File: src/rtl/ats_eligibility_arbiter.sv
`timescale 1ns/1ps
// ats_eligibility_arbiter: two-input ATS frame scheduler, earliest eligible timestamp wins, frame-atomic registered output; ATS_ELIG_ARB_STATS_EN adds per-input frame counters
module ats_eligibility_arbiter #(
    parameter int C_AXIS_TDATA_WIDTH = 8,
    parameter int C_AXIS_TKEEP_WIDTH = C_AXIS_TDATA_WIDTH/8,
    parameter int TIMESTAMP_WIDTH    = 72
) (
    input  logic                          clk,
    input  logic                          rst,
    input  logic [TIMESTAMP_WIDTH-1:0]    current_time,
    input  logic [C_AXIS_TDATA_WIDTH-1:0] s0_axis_tdata,
    input  logic [C_AXIS_TKEEP_WIDTH-1:0] s0_axis_tkeep,
    input  logic                          s0_axis_tvalid,
    output logic                          s0_axis_tready,
    input  logic                          s0_axis_tlast,
    input  logic [TIMESTAMP_WIDTH-1:0]    s0_axis_timestamp_tdata,
    input  logic                          s0_axis_timestamp_tvalid,
    output logic                          s0_axis_timestamp_tready,
    input  logic [C_AXIS_TDATA_WIDTH-1:0] s1_axis_tdata,
    input  logic [C_AXIS_TKEEP_WIDTH-1:0] s1_axis_tkeep,
    input  logic                          s1_axis_tvalid,
    output logic                          s1_axis_tready,
    input  logic                          s1_axis_tlast,
    input  logic [TIMESTAMP_WIDTH-1:0]    s1_axis_timestamp_tdata,
    input  logic                          s1_axis_timestamp_tvalid,
    output logic                          s1_axis_timestamp_tready,
`ifdef ATS_ELIG_ARB_STATS_EN
    output logic [31:0]                   stat_frames0,
    output logic [31:0]                   stat_frames1,
`endif
    output logic [C_AXIS_TDATA_WIDTH-1:0] m_axis_tdata,
    output logic [C_AXIS_TKEEP_WIDTH-1:0] m_axis_tkeep,
    output logic                          m_axis_tvalid,
    output logic                          m_axis_tlast,
    input  logic                          m_axis_tready,
    output logic                          m_axis_tuser
);
    typedef enum logic [1:0] {IDLE, SEND0, SEND1} state_t;
    state_t state;
    logic last_grant;
    logic elig0, elig1, pick, grant, out_free, beat0, beat1, beat, in_last;
    logic [C_AXIS_TDATA_WIDTH-1:0] in_data;
    logic [C_AXIS_TKEEP_WIDTH-1:0] in_keep;
    always_comb begin
        elig0 = s0_axis_timestamp_tvalid && (s0_axis_timestamp_tdata <= current_time);
        elig1 = s1_axis_timestamp_tvalid && (s1_axis_timestamp_tdata <= current_time);
        // equal timestamps fall back to round-robin against the previous grant
        pick = (elig0 && elig1) ? ((s0_axis_timestamp_tdata == s1_axis_timestamp_tdata) ? !last_grant
                                   : (s1_axis_timestamp_tdata < s0_axis_timestamp_tdata)) : elig1;
        grant = !rst && (state == IDLE) && (elig0 || elig1);
        s0_axis_timestamp_tready = grant && !pick;
        s1_axis_timestamp_tready = grant && pick;
        out_free = !m_axis_tvalid || m_axis_tready;
        s0_axis_tready = !rst && (state == SEND0) && out_free;
        s1_axis_tready = !rst && (state == SEND1) && out_free;
        beat0 = s0_axis_tvalid && s0_axis_tready;
        beat1 = s1_axis_tvalid && s1_axis_tready;
        beat = beat0 || beat1;
        in_data = (state == SEND1) ? s1_axis_tdata : s0_axis_tdata;
        in_keep = (state == SEND1) ? s1_axis_tkeep : s0_axis_tkeep;
        in_last = (state == SEND1) ? s1_axis_tlast : s0_axis_tlast;
    end
    always_ff @(posedge clk) begin
        if (rst) begin
            state <= IDLE;
            last_grant <= 1'b1;
            m_axis_tdata <= '0;
            m_axis_tkeep <= '0;
            m_axis_tvalid <= 1'b0;
            m_axis_tlast <= 1'b0;
            m_axis_tuser <= 1'b0;
        end else begin
            if (beat) begin
                m_axis_tdata <= in_data;
                m_axis_tkeep <= in_keep;
                m_axis_tlast <= in_last;
                m_axis_tvalid <= 1'b1;
            end else if (m_axis_tready) begin
                m_axis_tvalid <= 1'b0;
            end
            case (state)
                IDLE: if (grant) begin
                    last_grant <= pick;
                    m_axis_tuser <= pick;
                    state <= pick ? SEND1 : SEND0;
                end
                SEND0, SEND1: if (beat && in_last) state <= IDLE;
                default: state <= IDLE;
            endcase
        end
    end
`ifdef ATS_ELIG_ARB_STATS_EN
    always_ff @(posedge clk) begin
        if (rst) begin
            stat_frames0 <= '0;
            stat_frames1 <= '0;
        end else begin
            if (beat0 && s0_axis_tlast && stat_frames0 != '1) stat_frames0 <= stat_frames0 + 32'd1;
            if (beat1 && s1_axis_tlast && stat_frames1 != '1) stat_frames1 <= stat_frames1 + 32'd1;
        end
    end
`endif
endmodule

File: config.mk
export PLATFORM = sky130hd
export DESIGN_NAME = ats_eligibility_arbiter
export DESIGN_NICKNAME = d
export VERILOG_FILES = /design/src/rtl/ats_eligibility_arbiter.sv
export SDC_FILE = /design/constraint.sdc
export NUM_CORES = 1
export LEC_CHECK = 0
export CORE_MARGIN = 8
export CORE_UTILIZATION = 48
export DETAILED_ROUTE_END_ITERATION = 6
export PLACE_DENSITY = 0.91
export SLEW_MARGIN = 20
export SYNTH_ARGS = -nofsm -noshare
export SYNTH_HDL_FRONTEND = slang
export SYNTH_SLANG_ARGS = --single-unit
File: constraint.sdc
create_clock -name clk -period 4.2 [get_ports clk]
set_input_delay 0.63 -clock clk [delete_from_list [all_inputs] [get_ports clk]]
set_output_delay 0.63 -clock clk [all_outputs]
set_load 0.02 [all_outputs]
==> impl_metrics.tcl, run 1 <==
set metrics [dict create \
    outcome "completed" \
    clk_pin_slew_ns 0.05 \
    synth_edf_count 0 \
    syn_avg_cell_area_um2 7.53 \
    fin_ws_ns 0.105 \
    num_vias 7428 \
    power_mw 1.37 \
    cts.sinks 15 \
    ys_warn_count 0 \
    min_path_type "reg -> reg" \
    ios 259 \
    grt_pass1_vias 8276 \
    area_delta_synth_final_pct 60.7 \
    fillers 789 \
    drt_pass1_iterations 5 \
    cp_slowest_cell "clkdlybuf4s50_1" \
    crit_family "buffers and inverters" \
    post_drt_wl_per_cell_um 18.2 \
    critPathCaptureType "output pin" \
    worst_setup_path_start_kind "input port" \
    setup_viol 0 \
    numCtsBuffers 3 \
    clockBufferDepth 2 \
    antenna_found_initial 0 \
    layout_common_cells "clkdlybuf4s50_1 (256), ha_1 (219), inv_1 (152)" \
    ys_ff_latch 15 \
    syn_area_um2 5950 \
    ys.flop_type "dfxtp_1" \
    final_common_cell "clkdlybuf4s50_1" \
    cp_data_required_time_ns 3.57 \
    clock.fmax_mhz 244 \
    grt.total_usage 0.281 \
    root_buffer "clkbuf_16" \
    ys_types 46 \
    critical_path.max_fanout 4 \
    finalSetupTns_ns 0 \
    final_nets 1608 \
    place_congestion 0.934 \
    tightest_slew_ns 0.650 \
    clk_latency_ns 0.25 \
    grt_max_degree 23 \
    core_area_um2 12100 \
    antennaDiodeCount 0 \
    fp.dieW_um 127 \
    finalWirelength_um 23800 \
    initial_core_util 0.493 \
    io_buffers 258 \
    slew_violations 0 \
    die_y_um 127 \
    initialDrtViolationCount 385 \
    holdWs_ns 0.496 \
    cts_tree "yes" \
    slowest_delay_ns 0.46 \
    min_period_over_period 0.975 \
    rows 40 \
    leakage_nw 4.82 \
    path_common_cell "buf_4" \
    ant_nets 0 \
    yosysSeqAreaShare 0.0505 \
    multi_input_area_um2 5090 \
    final_cells 1313 \
    htreeDepth 1 \
    path_buf_inv 4 \
    powerDensity_nw_per_um2 144 \
    dp_hpwl_um 21300 \
    min_period_ns 4.10 \
    drc 0 \
    grt_pass1_wl_um 37900 \
    seq_area_um2 300 \
    dieArea_um2 16200 \
    drv_cap 0 \
    crit_type "in -> out" \
    dp.cells 1306 \
    synth_nets 1252 \
    finalHoldViolations 0 \
    async_flop_share 0 \
    post_route_cells_drive_above_1_share 0.106 \
    crit_arrival_ns 3.47 \
    vdd_drop_max_uv 147 \
    slew-limit-headroom 0.567 \
    overflow 0 \
    finalClockSkew_ns 0.00365 \
    dp_slack_ns -0.403 \
    viasPerCell 5.66 \
    netlist_instances 790 \
    path_cells "clkdlybuf4s50_1 > inv_1 > ha_1 > nand4_1 > nor4_2 > buf_4 > nand3_1 > o221a_2 > a32oi_2 > o211ai_1 > nor2_1 > buf_4" \
]
[sequential cells by signal, summed over array words and instances, names as in the netlist]
register and count:
m_axis_tdata 8, state 2, last_grant 1, m_axis_tkeep 1, m_axis_tlast 1, m_axis_tuser 1, m_axis_tvalid 1
[timing repair]
action                     4_1_cts  5_1_grt
gates resized for setup          9        4
setup buffers                    1        2
hold buffers                     0        0
setup endpoints to repair        2        2
pin swaps                        1        4
[report_power, final]
part	internal (mW)	leakage, nW	total, mW	switching [mW]
sequential	0.162	0.122	0.173	0.0108
combinational	0.539	4.66	1.01	0.468
clock	0.128	0.0409	0.193	0.0657
[tightest hold or removal path, stage by stage (launching register included)]
cell	delay, ns
dfxtp_1	0.30
nor2_1	0.09
a211oi_1	0.05
[synth_stat cells, types with 6 or more instances]
library cell	n	area, µm²
nand3_1	18	90.1
nor3_1	16	80.1
mux2i_1	10	100
dfxtp_1	15	300
nand4_1	41	257
o211ai_1	6	45.0
a211oi_1	19	143
inv_1	152	571
nor4_1	10	62.6
ha_1	219	2740
a21o_1	19	143
o21ai_0	37	185
nand2_1	49	184
a21oi_1	82	410
nor2_1	34	128
[area by class of cell]
class	count	area share
Clock inverter	1	0.000524
Inverter	152	0.0597
Multi-Input combinational cell	618	0.532
Clock buffer	3	0.00785
Sequential cell	15	0.0314
Tap cell	168	0.0220
Timing Repair Buffer	356	0.346
[path summary, 6_finish.rpt]
kind | from | end | slack [ns] | cells after the start
worst max register to register | state[0]$_SDFFE_PP0P_ | state[1]$_SDFFE_PP0P_ | 1.67 | 10
worst max-delay path | current_time[53] | s0_axis_timestamp_tready | 0.10 | 12
worst min register to register | m_axis_tdata[7]$_SDFFE_PP0P_ | m_axis_tdata[7]$_SDFFE_PP0P_ | 0.50 | 2
worst min-delay path | m_axis_tdata[7]$_SDFFE_PP0P_ | m_axis_tdata[7]$_SDFFE_PP0P_ | 0.50 | 2
[stage by stage]
| stage | utilization | area (µm²) |
|---|---|---|
| floorplan | - | 5950 |
| global placement | 0.782 | 9440 |
| detailed placement | 0.782 | 9440 |
| CTS | 0.792 | 9550 |
| global route | 0.793 | 9560 |
| finish | 0.793 | 9560 |
[layer usage]
metal  vias to the layer above  routed length, µm  global-route usage
met2                       341              12100               0.540
li1                       3599                  -                   -
met3                        97               1620              0.0616
met1                      3391               8940               0.277
met5                         -                  0                   0
met4                         0               1150               0.146
[cell families (layout without fill, tap and decap cells)]
group                    count (synthesis)  in the layout  synth area share
adder cells (fa/ha/maj)                219            219             0.461
flip-flops                              15             15            0.0505
AND/OR/NAND/NOR                        187            187             0.162
buffers and inverters                  157            512            0.0991
multiplexers                            10             10            0.0168
AO/OA/AOI/OAI                          202            202             0.211
(Power assumes the default switching activity.)
==> inputs of run 2 (changes only) <==
Settings changed: ABC_CLOCK_PERIOD_IN_PS from default to 4200, CAP_MARGIN from default to 40.
==> results of run 2 <==
Same layout as run 1: the final DEF is identical, and so are final timing and power.
==> inputs of run 3 (changes only) <==
Settings changed: CORE_MARGIN 8 to 4, CORE_UTILIZATION 48 to 60, DONT_BUFFER_PORTS from default to 1, PLACE_DENSITY 0.91 to 0.77.
==> impl_metrics.tcl, run 3 (synthesis results as in run 1) <==
set metrics [dict create \
    post_route_cells_drive_above_1_share 0.0203 \
    io_buffers 0 \
    min_path_type "in -> reg" \
    r2r-end "state[0]$_SDFFE_PP0P_" \
    comb_power_share 0.653 \
    top_register "m_axis_tdata" \
    powerDensity_nw_per_um2 144 \
    clock.fmax_mhz 254 \
    crit_arrival_ns 3.31 \
    crit_type "in -> out" \
    slew-limit-headroom 0.472 \
    clk_latency_ns 0.25 \
    finalCoreUtilization 0.632 \
    tightest_slew_ns 0.790 \
    p_clk_frac 0.130 \
    root_buffer "clkbuf_8" \
    min_period_ns 3.94 \
    grt.total_usage 0.280 \
    grt_max_degree 23 \
    seqPwrFrac 0.216 \
    area_delta_synth_final_pct 3.36 \
    finalSetupTns_ns 0 \
    antennaDiodeCount 0 \
    post_drt_wl_per_cell_um 18.3 \
    clk_pin_slew_ns 0.06 \
    place_congestion 0.974 \
    multi_input_area_um2 5060 \
    ant_nets 0 \
    p_sw_mw 0.405 \
    numCtsBuffers 3 \
    overflow 0 \
    cp_slowest_cell "nor4_1" \
    leakage_nw 3.33 \
    outcome "completed" \
    grt_pass1_vias 5941 \
    hp-start "rst" \
    ios 259 \
    top_regs "m_axis_tdata x8, state x2" \
    slew_violations 0 \
    initial_core_util 0.611 \
    p_int_mw 0.479 \
    dp_hpwl_um 15900 \
    critical_path.max_fanout 3 \
    drc 0 \
    seq_area_um2 300 \
    dp_slack_ns 0.354 \
    holdPathStages 1 \
    finalClockSkew_ns 0.00506 \
    critPathCaptureType "output pin" \
    largest_reg_flops 8 \
    path_buf_inv 1 \
    fin_ws_ns 0.263 \
    viasPerCell 6.20 \
    cts_resized 0 \
    grt_pass1_wl_um 26600 \
    drv_cap 0 \
    setup_viol 0 \
    rsz0062_at_grt "no" \
    final_common_cell "ha_1" \
    layout_common_cells "ha_1 (219), inv_1 (152), a21oi_1 (82)" \
    min_to "m_axis_tuser$_SDFFE_PP0P_" \
    initialDrtViolationCount 204 \
    crit_family "simple AND/OR/NAND/NOR gates" \
    htreeDepth 1 \
    path_cells "inv_1 > ha_1 > nand4_1 > nor4_1 > nand3_1 > a311oi_2 > a21oi_2 > a211o_1 > nor2_1" \
    fp.dieW_um 108 \
    swShare 0.458 \
    rows 36 \
    finalHoldViolations 0 \
    postCtsSetupBuffers 0 \
    holdBufCountCts 0 \
    num_vias 5726 \
    final_nets 1253 \
    fillers 883 \
    dp.cells 919 \
    finalWirelength_um 16900 \
    slowest_delay_ns 0.67 \
    r2r_start "state[0]$_SDFFE_PP0P_" \
    dieArea_um2 11600 \
    worst_setup_path_start_kind "input port" \
    regToRegSetupSlack_ns 1.38 \
    drt_pass1_iterations 5 \
    vdd_drop_max_uv 180 \
    cp_data_required_time_ns 3.57 \
    core_area_um2 9730 \
    final_cells 923 \
    cts.sinks 15 \
    r2r_cells 10 \
    antenna_found_initial 0 \
    die_y_um 108 \
    clockBufferDepth 2 \
    cts_tree "yes" \
    min_period_over_period 0.937 \
]
run 3: cell types whose count changed in the layout (fill, tap and decap cells not counted), moves of 2 or more:
cell / delta
clkdlybuf4s50_1: -256
buf_4: -98
clkbuf_16: -3
clkbuf_8: +3
a211oi_1: +2
a211oi_2: -2
nor4_1: +2
nor4_2: -2
run 3: area by class of cell:
class / count / area share
Sequential cell: 15 / 0.0488
Tap cell: 133 / 0.0271
Clock buffer: 4 / 0.00732
Inverter: 152 / 0.0928
Multi-Input combinational cell: 618 / 0.823
Timing Repair Buffer: 1 / 0.00122
run 3: power groups by stage:
stage                     clock network (mW)  registers, mW  logic [mW]
after floorplan                            0          0.190       0.449
after global placement                     0          0.194       0.541
after detailed placement                   0          0.195       0.572
after CTS                              0.119          0.191       0.577
after global routing                   0.123          0.193       0.671
final                                  0.115          0.191       0.578
run 3: worst max-delay path by stage:
stage	cells past startpoint	startpoint	end	slack (ns)
3_3_place_gp	9	current_time[54]	s1_axis_timestamp_tready	0.34
5_1_grt	9	current_time[54]	s1_axis_timestamp_tready	0.16
2_1_floorplan	10	current_time[38]	s1_axis_timestamp_tready	0.90
4_1_cts	9	current_time[54]	s1_axis_timestamp_tready	0.35
3_5_place_dp	9	current_time[54]	s0_axis_timestamp_tready	0.35
6_report	9	current_time[54]	s1_axis_timestamp_tready	0.26
run 3: stage by stage:
stage	hold WS (ns)	power [mW]	cell area [µm²]
global route	0.437	0.987	6150
CTS	0.441	0.887	6150
finish	0.447	0.884	6150
floorplan	0.520	0.639	5950
global placement	0.566	0.735	6100
detailed placement	0.563	0.766	6100
run 3: layer usage:
metal,GRT usage,wire (µm),share of wire
met2,0.539,8690,0.51
met1,0.294,6260,0.37
met5,0,0,0
met4,0.0947,584,0.034
met3,0.0666,1390,0.082
